File: config.mk
export PLATFORM = sky130hd
export DESIGN_NAME = and_or_not_bist_ctrl
export DESIGN_NICKNAME = d
export VERILOG_FILES = /design/src/rtl/and_or_not_bist_ctrl.sv
export SDC_FILE = /design/constraint.sdc
export NUM_CORES = 1
export LEC_CHECK = 0
export ABC_AREA = 1
export CAP_MARGIN = 20
export CORE_MARGIN = 4
export CORE_UTILIZATION = 53
export CTS_CLUSTER_DIAMETER = 60
export DETAILED_ROUTE_END_ITERATION = 10
export PLACE_DENSITY = 0.82
export SYNTH_ARGS = -nofsm -noshare
export SYNTH_HDL_FRONTEND = slang
export SYNTH_SLANG_ARGS = --single-unit
File: constraint.sdc
create_clock -name clk -period 1.9 [get_ports clk]
set_clock_uncertainty 0.05 [all_clocks]
set_input_delay 0.475 -clock clk [delete_from_list [all_inputs] [get_ports clk]]
set_output_delay 0.475 -clock clk [all_outputs]
set_load 0.02 [all_outputs]
File: src/rtl/and_or_not_bist_ctrl.sv
// Built-in self-test sequencer for the andOrNot gate block: sweeps all eight
// {A,B,C} vectors, samples D/E after a settle time and accumulates the results.
module and_or_not_bist_ctrl #(
   parameter int          SETTLE_CYCLES = 2,
   parameter logic [7:0]  EXP_D         = 8'hEA,
   parameter logic [7:0]  EXP_E         = 8'h55,
   parameter bit          STOP_ON_FAIL  = 1'b0
) (
   input  logic       clk,
   input  logic       rst,
   input  logic       start,
   input  logic       abort,
   input  logic       dut_d,
   input  logic       dut_e,
   output logic       tst_a,
   output logic       tst_b,
   output logic       tst_c,
   output logic       busy,
   output logic       done,
   output logic       pass,
   output logic [7:0] fail_mask,
   output logic [3:0] err_count
);

   typedef enum logic [1:0] {IDLE, APPLY, CHECK, FIN} state_t;

   // Settle counter is loaded with SETTLE_CYCLES-1 so APPLY spans exactly SETTLE_CYCLES cycles.
   localparam logic [3:0] SETTLE_LD = 4'(SETTLE_CYCLES - 1);

   state_t     state_q, state_d;
   logic [2:0] k_q, k_d;
   logic [3:0] cnt_q, cnt_d;
   logic [2:0] tst_q, tst_d;
   logic       busy_d, done_d, pass_d;
   logic [7:0] mask_d;
   logic [3:0] err_d;
   logic       mismatch;
   logic       last_vec;

   // Case inequality so an X/Z on the gate outputs is reported as a failure.
   always_comb begin
      mismatch = (dut_d !== EXP_D[k_q]) || (dut_e !== EXP_E[k_q]);
      last_vec = (k_q == 3'd7) || (STOP_ON_FAIL && mismatch);
   end

   // State and registered outputs
   always_ff @(posedge clk or posedge rst) begin
      if (rst) begin
         state_q   <= IDLE;
         k_q       <= 3'd0;
         cnt_q     <= 4'd0;
         tst_q     <= 3'd0;
         busy      <= 1'b0;
         done      <= 1'b0;
         pass      <= 1'b0;
         fail_mask <= 8'd0;
         err_count <= 4'd0;
      end else begin
         state_q   <= state_d;
         k_q       <= k_d;
         cnt_q     <= cnt_d;
         tst_q     <= tst_d;
         busy      <= busy_d;
         done      <= done_d;
         pass      <= pass_d;
         fail_mask <= mask_d;
         err_count <= err_d;
      end
   end

   // Next-state logic
   always_comb begin
      state_d = state_q;
      case (state_q)
         IDLE:    if (start && !abort) state_d = APPLY;
         APPLY:   if (abort)                 state_d = IDLE;
                  else if (cnt_q == 4'd0)    state_d = CHECK;
         CHECK:   if (abort)                 state_d = IDLE;
                  else if (last_vec)         state_d = FIN;
                  else                       state_d = APPLY;
         FIN:     state_d = IDLE;
         default: state_d = IDLE;
      endcase
   end

   // Output / datapath next values
   always_comb begin
      k_d    = k_q;
      cnt_d  = cnt_q;
      tst_d  = 3'd0;
      busy_d = 1'b0;
      done_d = 1'b0;
      pass_d = pass;
      mask_d = fail_mask;
      err_d  = err_count;
      case (state_q)
         IDLE: begin
            if (start && !abort) begin
               k_d    = 3'd0;
               cnt_d  = SETTLE_LD;
               mask_d = 8'd0;
               err_d  = 4'd0;
               pass_d = 1'b0;
               busy_d = 1'b1;
            end
         end
         APPLY: begin
            if (abort) begin
               k_d    = 3'd0;
               pass_d = 1'b0;
            end else begin
               busy_d = 1'b1;
               tst_d  = k_q;
               if (cnt_q != 4'd0) cnt_d = cnt_q - 4'd1;
            end
         end
         CHECK: begin
            if (abort) begin
               k_d    = 3'd0;
               pass_d = 1'b0;
            end else begin
               if (mismatch) begin
                  mask_d[k_q] = 1'b1;
                  err_d       = err_count + 4'd1;
               end
               if (last_vec) begin
                  k_d    = 3'd0;
                  done_d = 1'b1;
                  pass_d = (err_d == 4'd0);
               end else begin
                  k_d    = k_q + 3'd1;
                  cnt_d  = SETTLE_LD;
                  busy_d = 1'b1;
                  tst_d  = k_q + 3'd1;
               end
            end
         end
         FIN:     k_d = 3'd0;
         default: k_d = 3'd0;
      endcase
   end

   assign tst_a = tst_q[2];
   assign tst_b = tst_q[1];
   assign tst_c = tst_q[0];

endmodule
==> summary.txt <==
Floorplan
  – Core area: 2780 um2
  – Initial cell density of the core: 56.4%
  – Std cell rows: 19
  – Vert. Die Dim: 62.4 um
  – Die footprint: 3900 um2
  – Top-level port count: 24
  – Die boundary width: 62.4 um

Power
  – Leakage power summed over all cells: 1.14 nW
  – Combinational fraction of design power: 53.4%
  – Largest vdd supply drop: 0.977 mV
  – Switching pwr: 0.869 mW
  – PwrDens: 1030 nW/um2
  – Sequential share of power: 34.5%
  – Pint: 1.20 mW
  – Total power consumption of the routed design: 2.07 mW
  – Proportion of power drawn by the clock network: 12.1%
  – Switch share: 42.0%

Clock tree
  – CTS buffer count: 3
  – Max Buffers Root-to-Sink: 2
  – CTS tree: built
  – Clock Sink Count: 27
  – # H-tree levels: 1
  – Number of buffers inserted by hold repair at cts: 0
  – Clock root buffer: sky130_fd_sc_hd__clkbuf_4
  – Clock network latency to the later pin of the worst-skew pair: 320 ps
  – Clock slew at reported path FFs: 150 ps

Detailed routing
  – Total Wirelength: 3260 um
  – Vias/cell: 5.16
  – Remaining routing DRC violations: 0
  – Detailed-route wire length on metal 1: 1510 um
  – Avg WL per Cell: 11.9 um
  – DRT antenna net count: 0
  – Met3 WL: 103 um
  – Count of TritonRoute iterations in the first routing pass: 4
  – Number of DRC markers after the initial detailed-route iteration: 78
  – Max Used Layer: met4
  – Total number of vias: 1,409
  – Total length of routed met2 wires: 1620 um

Critical path
  – Worst r2r src: state_q[0]
  – Kind of cell with the highest combined delay on the critical path: buffers and inverters
  – Signal arrival time at the worst endpoint: 1300 ps
  – R2R Path End: fail_mask[7]
  – Sort of element at the end of the critical path: primary output
  – Largest fanout on the critical path: 2
  – R2r worst-path depth: 10
  – Data required, critical path: 1370 ps
  – WP buf/inv: 1
  – Slowest cell delay on critical path: 600 ps
  – FF-to-FF setup slack: 160 ps
  – Cell breakdown of the critical path: clkdlybuf4s50_1
  – Slowest cell on the critical path: sky130_fd_sc_hd__clkdlybuf4s50_1
  – CP Launch Type: register
  – Type of the worst setup path: register to primary output

STA
  – Final-layout worst hold slack: 436 ps
  – Final Hold Fails: 0
  – Worst slew margin: 77.4%
  – Final worst-path setup slack: 72.6 ps
  – Post-route setup TNS: 0 ps
  – Achievable Freq: 0.547 GHz
  – Total count of max-transition violations in the final report: 0
  – Part of the cycle the worst path needs: 96.2%
  – Number of setup violations in the final report: 0
  – Setup repair after global routing missed its margin: no
  – Clock period minus final worst setup slack: 1830 ps
  – Worst slew pin tran: 340 ps

Synthesis
  – Count of different cell masters after synthesis: 25
  – Mean instance size in the synthesized netlist: 7.88 um2
  – Proportion of synthesized area in mux cells: 0%
  – Fraction of the mapped netlist area in adder cells: 7.18%
  – Synthesized net count: 214
  – Cell area after technology mapping: 1570 um2
  – Synth Area in Simple Gates: 26.4%
  – Compound-gate portion of the synthesized area: 14.2%
  – Main combinational cell family by area after synthesis: simple AND/OR/NAND/NOR gates
  – Yosys synthesis warning count: 0
  – Post-synthesis cell count: 199
  – Number of synthesized register bits: 27
  – Sequential area share after synthesis: 43.1%
  – Area share of xor/xnor cells in the synthesized design: 1.67%

Final layout
  – FILL cells: 218
  – Diode count: 0
  – Final std cell area, no fill: 2010 um2
  – Nets: 258
  – Finished Core Util: 72.4%
  – Area Overhead vs Synth: 28.4%
  – Layout cell share with drive strength beyond 1: 17.4%
  – Non-filler instance count after layout: 273

Global routing
  – Global Route Usage Sum: 17.4%
  – Largest net degree at the start of global routing: 28
  – Vias in the first global route: 1,363
  – Number of antenna violations at the first check in global routing: 0
  – Total congestion overflow: 0
  – Wire length of the first global-routing pass: 5720 um

Placement
  – Worst slack at placement: -124 ps
  – Standard cell area after detailed placement: 1950 um2
  – HPWL Detailed: 2440 um
  – Last weighted congestion value of the routability-driven placer: 0.844
  – Number of input and output port buffers inserted: 23
  – Number of instances in the placed design: 267

Flow run
  – Maxcap violations: 0

Status
  – Status: finished clean

Hold path
  – HP Class: input pin to asynchronous set/reset pin
[final cells by class]
cell class / count / area (um2) / area share (%)
clock buffers: 3 / 22.5 / 1.12
clock inverters: 1 / 5.00 / 0.248
inverters: 26 / 97.6 / 4.84
multi-input cells: 143 / 781 / 38.8
flip-flops and latches: 27 / 676 / 33.5
well taps: 31 / 38.8 / 1.93
repair buffers: 42 / 394 / 19.6
[how the worst max path moves through the flow]
stage	start	to	slack [ps]	depth (start not counted)
final	pass	pass	70	1
after global placement	abort	fail_mask[0]	-90	11
after floorplan	k_q[0]	fail_mask[2]	240	9
after CTS	fail_mask[4]	fail_mask[4]	0.8	1
after detailed placement	abort	fail_mask[0]	-120	11
after global routing	state_q[0]	fail_mask[6]	9	10
[state kept, by name, summed over array words and instances, names as in the netlist]
signal,flops
cnt_q,4
done,1
k_q,3
fail_mask,8
pass,1
err_count,4
state_q,2
busy,1
tst_q,3
[layer usage]
metal,track usage (%),vias up
li1,-,730
met1,22.4,652
met2,29.9,25
met3,2.34,2
met4,5.84,0
met5,0,-
[logic make-up (layout without fill, tap and decap cells)]
logic type | after synthesis | in the layout
AND/OR/NAND/NOR | 92 | 92
flip-flops | 27 | 27
adder cells (fa/ha/maj) | 9 | 9
XOR/XNOR | 3 | 3
buffers and inverters | 29 | 72
AO/OA/AOI/OAI | 39 | 39
[layout by cell type (no fill, tap or decap), types with 2 or more instances in the layout]
cell type                         instances
sky130_fd_sc_hd__dlymetal6s2s_1           6
sky130_fd_sc_hd__dlygate4sd2_1            5
sky130_fd_sc_hd__nor3_1                   6
sky130_fd_sc_hd__xor2_1                   3
sky130_fd_sc_hd__clkbuf_4                 3
sky130_fd_sc_hd__a21oi_1                  7
sky130_fd_sc_hd__nand3_2                  2
sky130_fd_sc_hd__o21ai_2                  2
sky130_fd_sc_hd__or2_2                    2
sky130_fd_sc_hd__nand2_2                  6
sky130_fd_sc_hd__clkdlybuf4s50_1         12
sky130_fd_sc_hd__o21ai_1                  7
sky130_fd_sc_hd__dfrtp_1                 27
sky130_fd_sc_hd__o21ai_0                 19
sky130_fd_sc_hd__inv_2                    4
sky130_fd_sc_hd__inv_1                   22
sky130_fd_sc_hd__nor2_1                  13
sky130_fd_sc_hd__ha_1                     9
sky130_fd_sc_hd__nand2_1                 47
sky130_fd_sc_hd__nand3_1                 14
sky130_fd_sc_hd__buf_4                   18
[power groups by stage]
stage	Sequential [mW]	Clock, mW	Combinational (mW)
6_report	0.713	0.250	1.11
5_1_grt	0.727	0.282	1.23
4_1_cts	0.714	0.262	1.03
3_5_place_dp	0.726	0	1.04
3_3_place_gp	0.724	0	1.02
2_1_floorplan	0.763	0	0.668
[what timing repair did]
action	4_1_cts	5_1_grt
resized for setup	5	9
pin swaps	0	1
setup endpoints to repair	5	16
buffers inserted	0	2
[cells in the mapped netlist (all sizes together)]
library cell	instances	share of area (%)
xor2	3	1.7
a21oi	8	2.8
o31ai	1	0.48
o21ai	29	10
nand3	17	6.5
nor2	13	3.1
o21bai	1	0.48
nand4	1	0.40
ha	9	7.2
or2	2	0.80
nor3	6	1.9
clkbuf	1	0.24
dfrtp	27	43
inv	26	6.2
nand2	53	14
buf	2	1.0
Power figures use the tool's default switching activity.
==> edit 1 (config.mk and constraints unchanged) <==
Set the parameter `STOP_ON_FAIL` to 1'b1 (it was 1'b0).
--- a/src/rtl/and_or_not_bist_ctrl.sv
+++ b/src/rtl/and_or_not_bist_ctrl.sv
@@ -4,7 +4,7 @@
    parameter int          SETTLE_CYCLES = 2,
    parameter logic [7:0]  EXP_D         = 8'hEA,
    parameter logic [7:0]  EXP_E         = 8'h55,
-   parameter bit          STOP_ON_FAIL  = 1'b0
+   parameter bit          STOP_ON_FAIL  = 1'b1
 ) (
    input  logic       clk,
    input  logic       rst,
Formal check against the unedited RTL: not equivalent (a bounded check fails within 10 cycles, from zero or initial values and one cycle with rst high).
==> edit 1 against the original RTL <==
  * Power up 1.4%
  * Design area up 2.6%
  * Wire length up 3.5%
  * Maximum frequency up 0.43%
  * Sequential share of layout area down 0.73 points
  * Non-clock buffer count down 3
  * Sequential cell count unchanged
  * Setup slack better by 0.0079 ns
  * Critical path depth unchanged
  * Clock power down 2%
  * Area after synthesis up 4.5%
  * Largest power group unchanged
==> edit 1: results (changes against the original RTL) <==
Parameter                              Value

Status
  Run status ... finished clean (unchanged)

Layout
  Multi-input combinational cell count ... 145 (was 143)
  Footprint of the flip-flops and latches ... 678 um2 (was 676 um2)
  Number of buffers other than clock buffers in the final layout ... 39 (was 42)
  Area of combinational cells with multiple inputs ... 837 um2 (was 781 um2)
  Non-filler cells, final ... 277 (was 273)
  Seq_cells ... 27 (unchanged)
  Signal buf overhead ... 17.7% (was 19.6%)

Worst setup path
  Count of cells along the worst register-to-register path ... 8 (was 10)
  Worst reg2reg path endpoint ... fail_mask[5]$_DFFE_PP0P_ (was fail_mask[7]$_DFFE_PP0P_)
  Slack of the worst reg-to-reg path ... 0.14 ns (was 0.16 ns)

Synthesis
  Ranking of synthesized cells by area ... sky130_fd_sc_hd__dfrtp_1, sky130_fd_sc_hd__nand2_1, sky130_fd_sc_hd__ha_1, sky130_fd_sc_hd__inv_1, sky130_fd_sc_hd__o21ai_2 (was sky130_fd_sc_hd__dfrtp_1, sky130_fd_sc_hd__nand2_1, sky130_fd_sc_hd__ha_1, sky130_fd_sc_hd__o21ai_0, sky130_fd_sc_hd__inv_1)
  Distinct cell type count of the synthesized netlist ... 26 (was 25)
  Seq/Total Area, Yosys ... 41.2% (was 43.1%)
  Leading post-synthesis cells by instance count ... sky130_fd_sc_hd__nand2_1, sky130_fd_sc_hd__inv_1, sky130_fd_sc_hd__dfrtp_1, sky130_fd_sc_hd__nor2_1, sky130_fd_sc_hd__o21ai_0 (was sky130_fd_sc_hd__nand2_1, sky130_fd_sc_hd__dfrtp_1, sky130_fd_sc_hd__inv_1, sky130_fd_sc_hd__o21ai_0, sky130_fd_sc_hd__nand3_1)
  Post-synthesis net count ... 220 (was 214)
  Synthesized netlist cell count ... 205 (was 199)

Place
  Placed insts ... 271 (was 267)
  Post-placement setup slack ... -0.0820 ns (was -0.124 ns)
  Global placement routability congestion ... 0.849 (was 0.844)
  Placed standard-cell area ... 2000 um2 (was 1950 um2)

Routing
  Detail-routed net length per standard cell ... 12.2 um (was 11.9 um)
  Initial drt markers ... 37 (was 78)
  Routed metal-1 wirelength ... 1640 um (was 1510 um)
  Routed met3 length ... 92 um (was 103 um)
  Met2 routed WL ... 1580 um (was 1620 um)

Power
  Peak supply drop ... 658 uV (was 977 uV)
  Leakage power ... 1.18 nW (was 1.14 nW)
  Switching component of the power ... 0.933 mW (was 0.869 mW)

Timing
  Setup WS post-layout ... 0.0805 ns (was 0.0726 ns)
  Transition at the pin with the smallest max-transition slack ... 0.481 ns (was 0.340 ns)
  Hold Slack ... 0.428 ns (was 0.436 ns)

Global route
  Global Route met2 Usage ... 28.4% (was 29.9%)
  All-Layer GR Usage ... 17.8% (was 17.4%)
  GR Layer Usage met1 ... 25.0% (was 22.4%)
  Vias in the first global route ... 1377 (was 1363)
==> edit 1: changes by cell type after synthesis, moves of 2 or more <==
cell / unedited run / this run
sky130_fd_sc_hd__o21ai_0: 21 / 13
sky130_fd_sc_hd__o21ai_2: 2 / 9
sky130_fd_sc_hd__inv_1: 22 / 28
sky130_fd_sc_hd__nand2_1: 47 / 42
sky130_fd_sc_hd__nand3_1: 15 / 12
sky130_fd_sc_hd__a21oi_1: 7 / 9
sky130_fd_sc_hd__inv_2: 4 / 2
sky130_fd_sc_hd__nand2_2: 6 / 8
sky130_fd_sc_hd__nand2_4: 0 / 2
sky130_fd_sc_hd__nand3_2: 1 / 3
sky130_fd_sc_hd__o22ai_1: 0 / 2
sky130_fd_sc_hd__xnor2_1: 0 / 2
sky130_fd_sc_hd__xor2_1: 3 / 1
==> edit 1: cells by family (layout without fill, tap and decap cells) <==
family | count (synthesis) | in the layout | share of synthesized area [%]
xor+xnor | 3 | 3 | 1.60
compound gates | 40 | 40 | 14.8
simple gates | 92 | 93 | 27.1
flops | 27 | 27 | 41.2
fa+ha+maj | 9 | 9 | 6.87
buf+inv | 34 | 74 | 8.40
==> edit 1: what timing repair did <==
| action | in CTS | in global routing |
|---|---|---|
| setup buffers | 0 | 1 |
| setup endpoints to repair | 3 | 26 |
| gates resized for setup | 3 | 11 |
| cloned | 0 | 1 |
| hold endpoints to repair | 0 | 0 |
==> edit 1: power by group through the flow <==
stage	clock network, mW	logic, mW	registers (mW)
global route	0.276	1.24	0.766
detailed placement	0	1.08	0.760
finish	0.245	1.10	0.749
floorplan	0	0.700	0.806
CTS	0.253	1.07	0.749
global placement	0	1.06	0.752
==> edit 2 (config.mk and constraints unchanged) <==
Without the edit above. The 4 states of `state_t` get a one-hot encoding in 4 bits.
--- a/src/rtl/and_or_not_bist_ctrl.sv
+++ b/src/rtl/and_or_not_bist_ctrl.sv
@@ -22,7 +22,7 @@
    output logic [3:0] err_count
 );
 
-   typedef enum logic [1:0] {IDLE, APPLY, CHECK, FIN} state_t;
+   typedef enum logic [3:0] {IDLE = 4'b0001, APPLY = 4'b0010, CHECK = 4'b0100, FIN = 4'b1000} state_t;
 
    // Settle counter is loaded with SETTLE_CYCLES-1 so APPLY spans exactly SETTLE_CYCLES cycles.
    localparam logic [3:0] SETTLE_LD = 4'(SETTLE_CYCLES - 1);
Behaviour: no difference found for any inputs over 10 cycles, from zero or initial values and one cycle with rst high; not proved beyond that.
==> edit 2 against the original RTL <==
  * Sequential power grew 4.1%
  * Design area shrank 1.4%
  * Area after synthesis shrank 1.0%
  * Setup slack lost 0.020 ns
  * Power shrank 13%
  * Synthesized cell count shrank 6.5%
  * Global-route usage grew 1.9 points
  * Sequential cell count grew 2
  * Wire length grew 8.6%
  * Largest cell class unchanged
==> edit 2: results (changes against the original RTL) <==
Parameter                              Value

Worst setup path
  Worst reg2reg path endpoint ... fail_mask[2]$_DFFE_PP0P_ (was fail_mask[7]$_DFFE_PP0P_)
  Crit path max fanout ... 3 (was 2)
  Count of cells along the worst register-to-register path ... 8 (was 10)
  Worst flop-to-flop path startpoint ... state_q[1]$_DFFE_PP0P_ (was state_q[0]$_DFFE_PP0P_)
  Last element of the critical path ... fail_mask[4] (was pass)
  CP peak stage delay ... 0.62 ns (was 0.60 ns)
  Slack of the worst reg-to-reg path ... 0.13 ns (was 0.16 ns)
  Arr. time, crit path ... 1.32 ns (was 1.30 ns)
  Crit path from ... fail_mask[4]$_DFFE_PP0P_ (was pass$_DFFE_PP0P_)

Layout
  Clock buffer count ... 8 (was 3)
  Number of filler instances in the final layout ... 213 (was 218)
  Signal buf overhead ... 16.1% (was 19.6%)
  Number of nets in the finished design ... 237 (was 258)
  Area of combinational cells with multiple inputs ... 759 um2 (was 781 um2)
  Share of final layout cell area taken by clock buffers and inverters ... 2.96% (was 1.37%)
  Seq_cells ... 29 (was 27)
  Number of buffers other than clock buffers in the final layout ... 32 (was 42)
  Seq area share ... 36.6% (was 33.5%)
  Multi-input combinational cell count ... 136 (was 143)
  Layout Cell Area excl Fill ... 1990 um2 (was 2010 um2)
  Count of inverters other than clock inverters in the layout ... 21 (was 26)

Power
  Peak supply drop ... 818 uV (was 977 uV)
  Logic power comb ... 0.656 mW (was 1.11 mW)
  Internal portion of total power ... 1.10 mW (was 1.20 mW)
  Sequential power share ... 41.3% (was 34.5%)
  Power attributed to sequential cells ... 0.742 mW (was 0.713 mW)
  Leakage power ... 1.05 nW (was 1.14 nW)

Status
  Run status ... finished clean (unchanged)

Place
  Post-placement setup slack ... -0.139 ns (was -0.124 ns)
  Placed insts ... 248 (was 267)
  Placed standard-cell area ... 1890 um2 (was 1950 um2)

Global route
  Vias in the first global route ... 1402 (was 1363)
  All-Layer GR Usage ... 19.3% (was 17.4%)
  Antenna violations before repair ... 0 (unchanged)

Routing
  Initial drt markers ... 57 (was 78)
  Sum of routed wire length over all layers ... 3540 um (was 3260 um)
  Vias per cell ... 5.38 (was 5.16)
  Detail-routed net length per standard cell ... 13.8 um (was 11.9 um)

Synthesis
  Leading post-synthesis cells by instance count ... sky130_fd_sc_hd__nand2_1, sky130_fd_sc_hd__dfrtp_1, sky130_fd_sc_hd__o21ai_0, sky130_fd_sc_hd__inv_1 (was sky130_fd_sc_hd__nand2_1, sky130_fd_sc_hd__dfrtp_1, sky130_fd_sc_hd__inv_1, sky130_fd_sc_hd__o21ai_0, sky130_fd_sc_hd__nand3_1)
  Post-synthesis net count ... 198 (was 214)
  Average cell area after synthesis ... 8.35 um2 (was 7.88 um2)
  Compound-Gate Fraction of Synth Area ... 14.7% (was 14.2%)
  Adder-cell share of the synthesized area ... 4.83% (was 7.18%)

Timing
  Transition at the pin with the smallest max-transition slack ... 0.335 ns (was 0.340 ns)
  Hold Slack ... 0.351 ns (was 0.436 ns)
  Final period utilization ... 97.2% (was 96.2%)

Clock network
  CTS H-tree depth ... 2 (was 1)
[edit 2: cell count changes in the layout (fill, tap and decap cells not counted), moves of 4 or more]
cell | before | now
sky130_fd_sc_hd__o21ai_2 | 2 | 9
sky130_fd_sc_hd__inv_1 | 22 | 17
sky130_fd_sc_hd__a21oi_1 | 7 | 3
sky130_fd_sc_hd__buf_4 | 18 | 8
sky130_fd_sc_hd__o21ai_1 | 7 | 0
sky130_fd_sc_hd__nand2_1 | 47 | 43
sky130_fd_sc_hd__clkdlybuf4s50_1 | 12 | 16
[edit 2: timing repair]
item / 4_1_cts / 5_1_grt
endpoints found under the setup margin: 2 / 14
buffers inserted: 0 / 0
hold buffers: 0 / 0
cloned: 0 / 1
gates resized for setup: 2 / 10
pin swaps: 0 / 1
[edit 2: layer usage]
layer  vias to the layer above  track usage, %  share of wire (%)
met3                         9            4.86                5.0
met4                         0            8.94                1.7
met5                         -               0                  0
li1                        686               -                  -
met2                        40            32.9                 50
met1                       648            22.4                 43
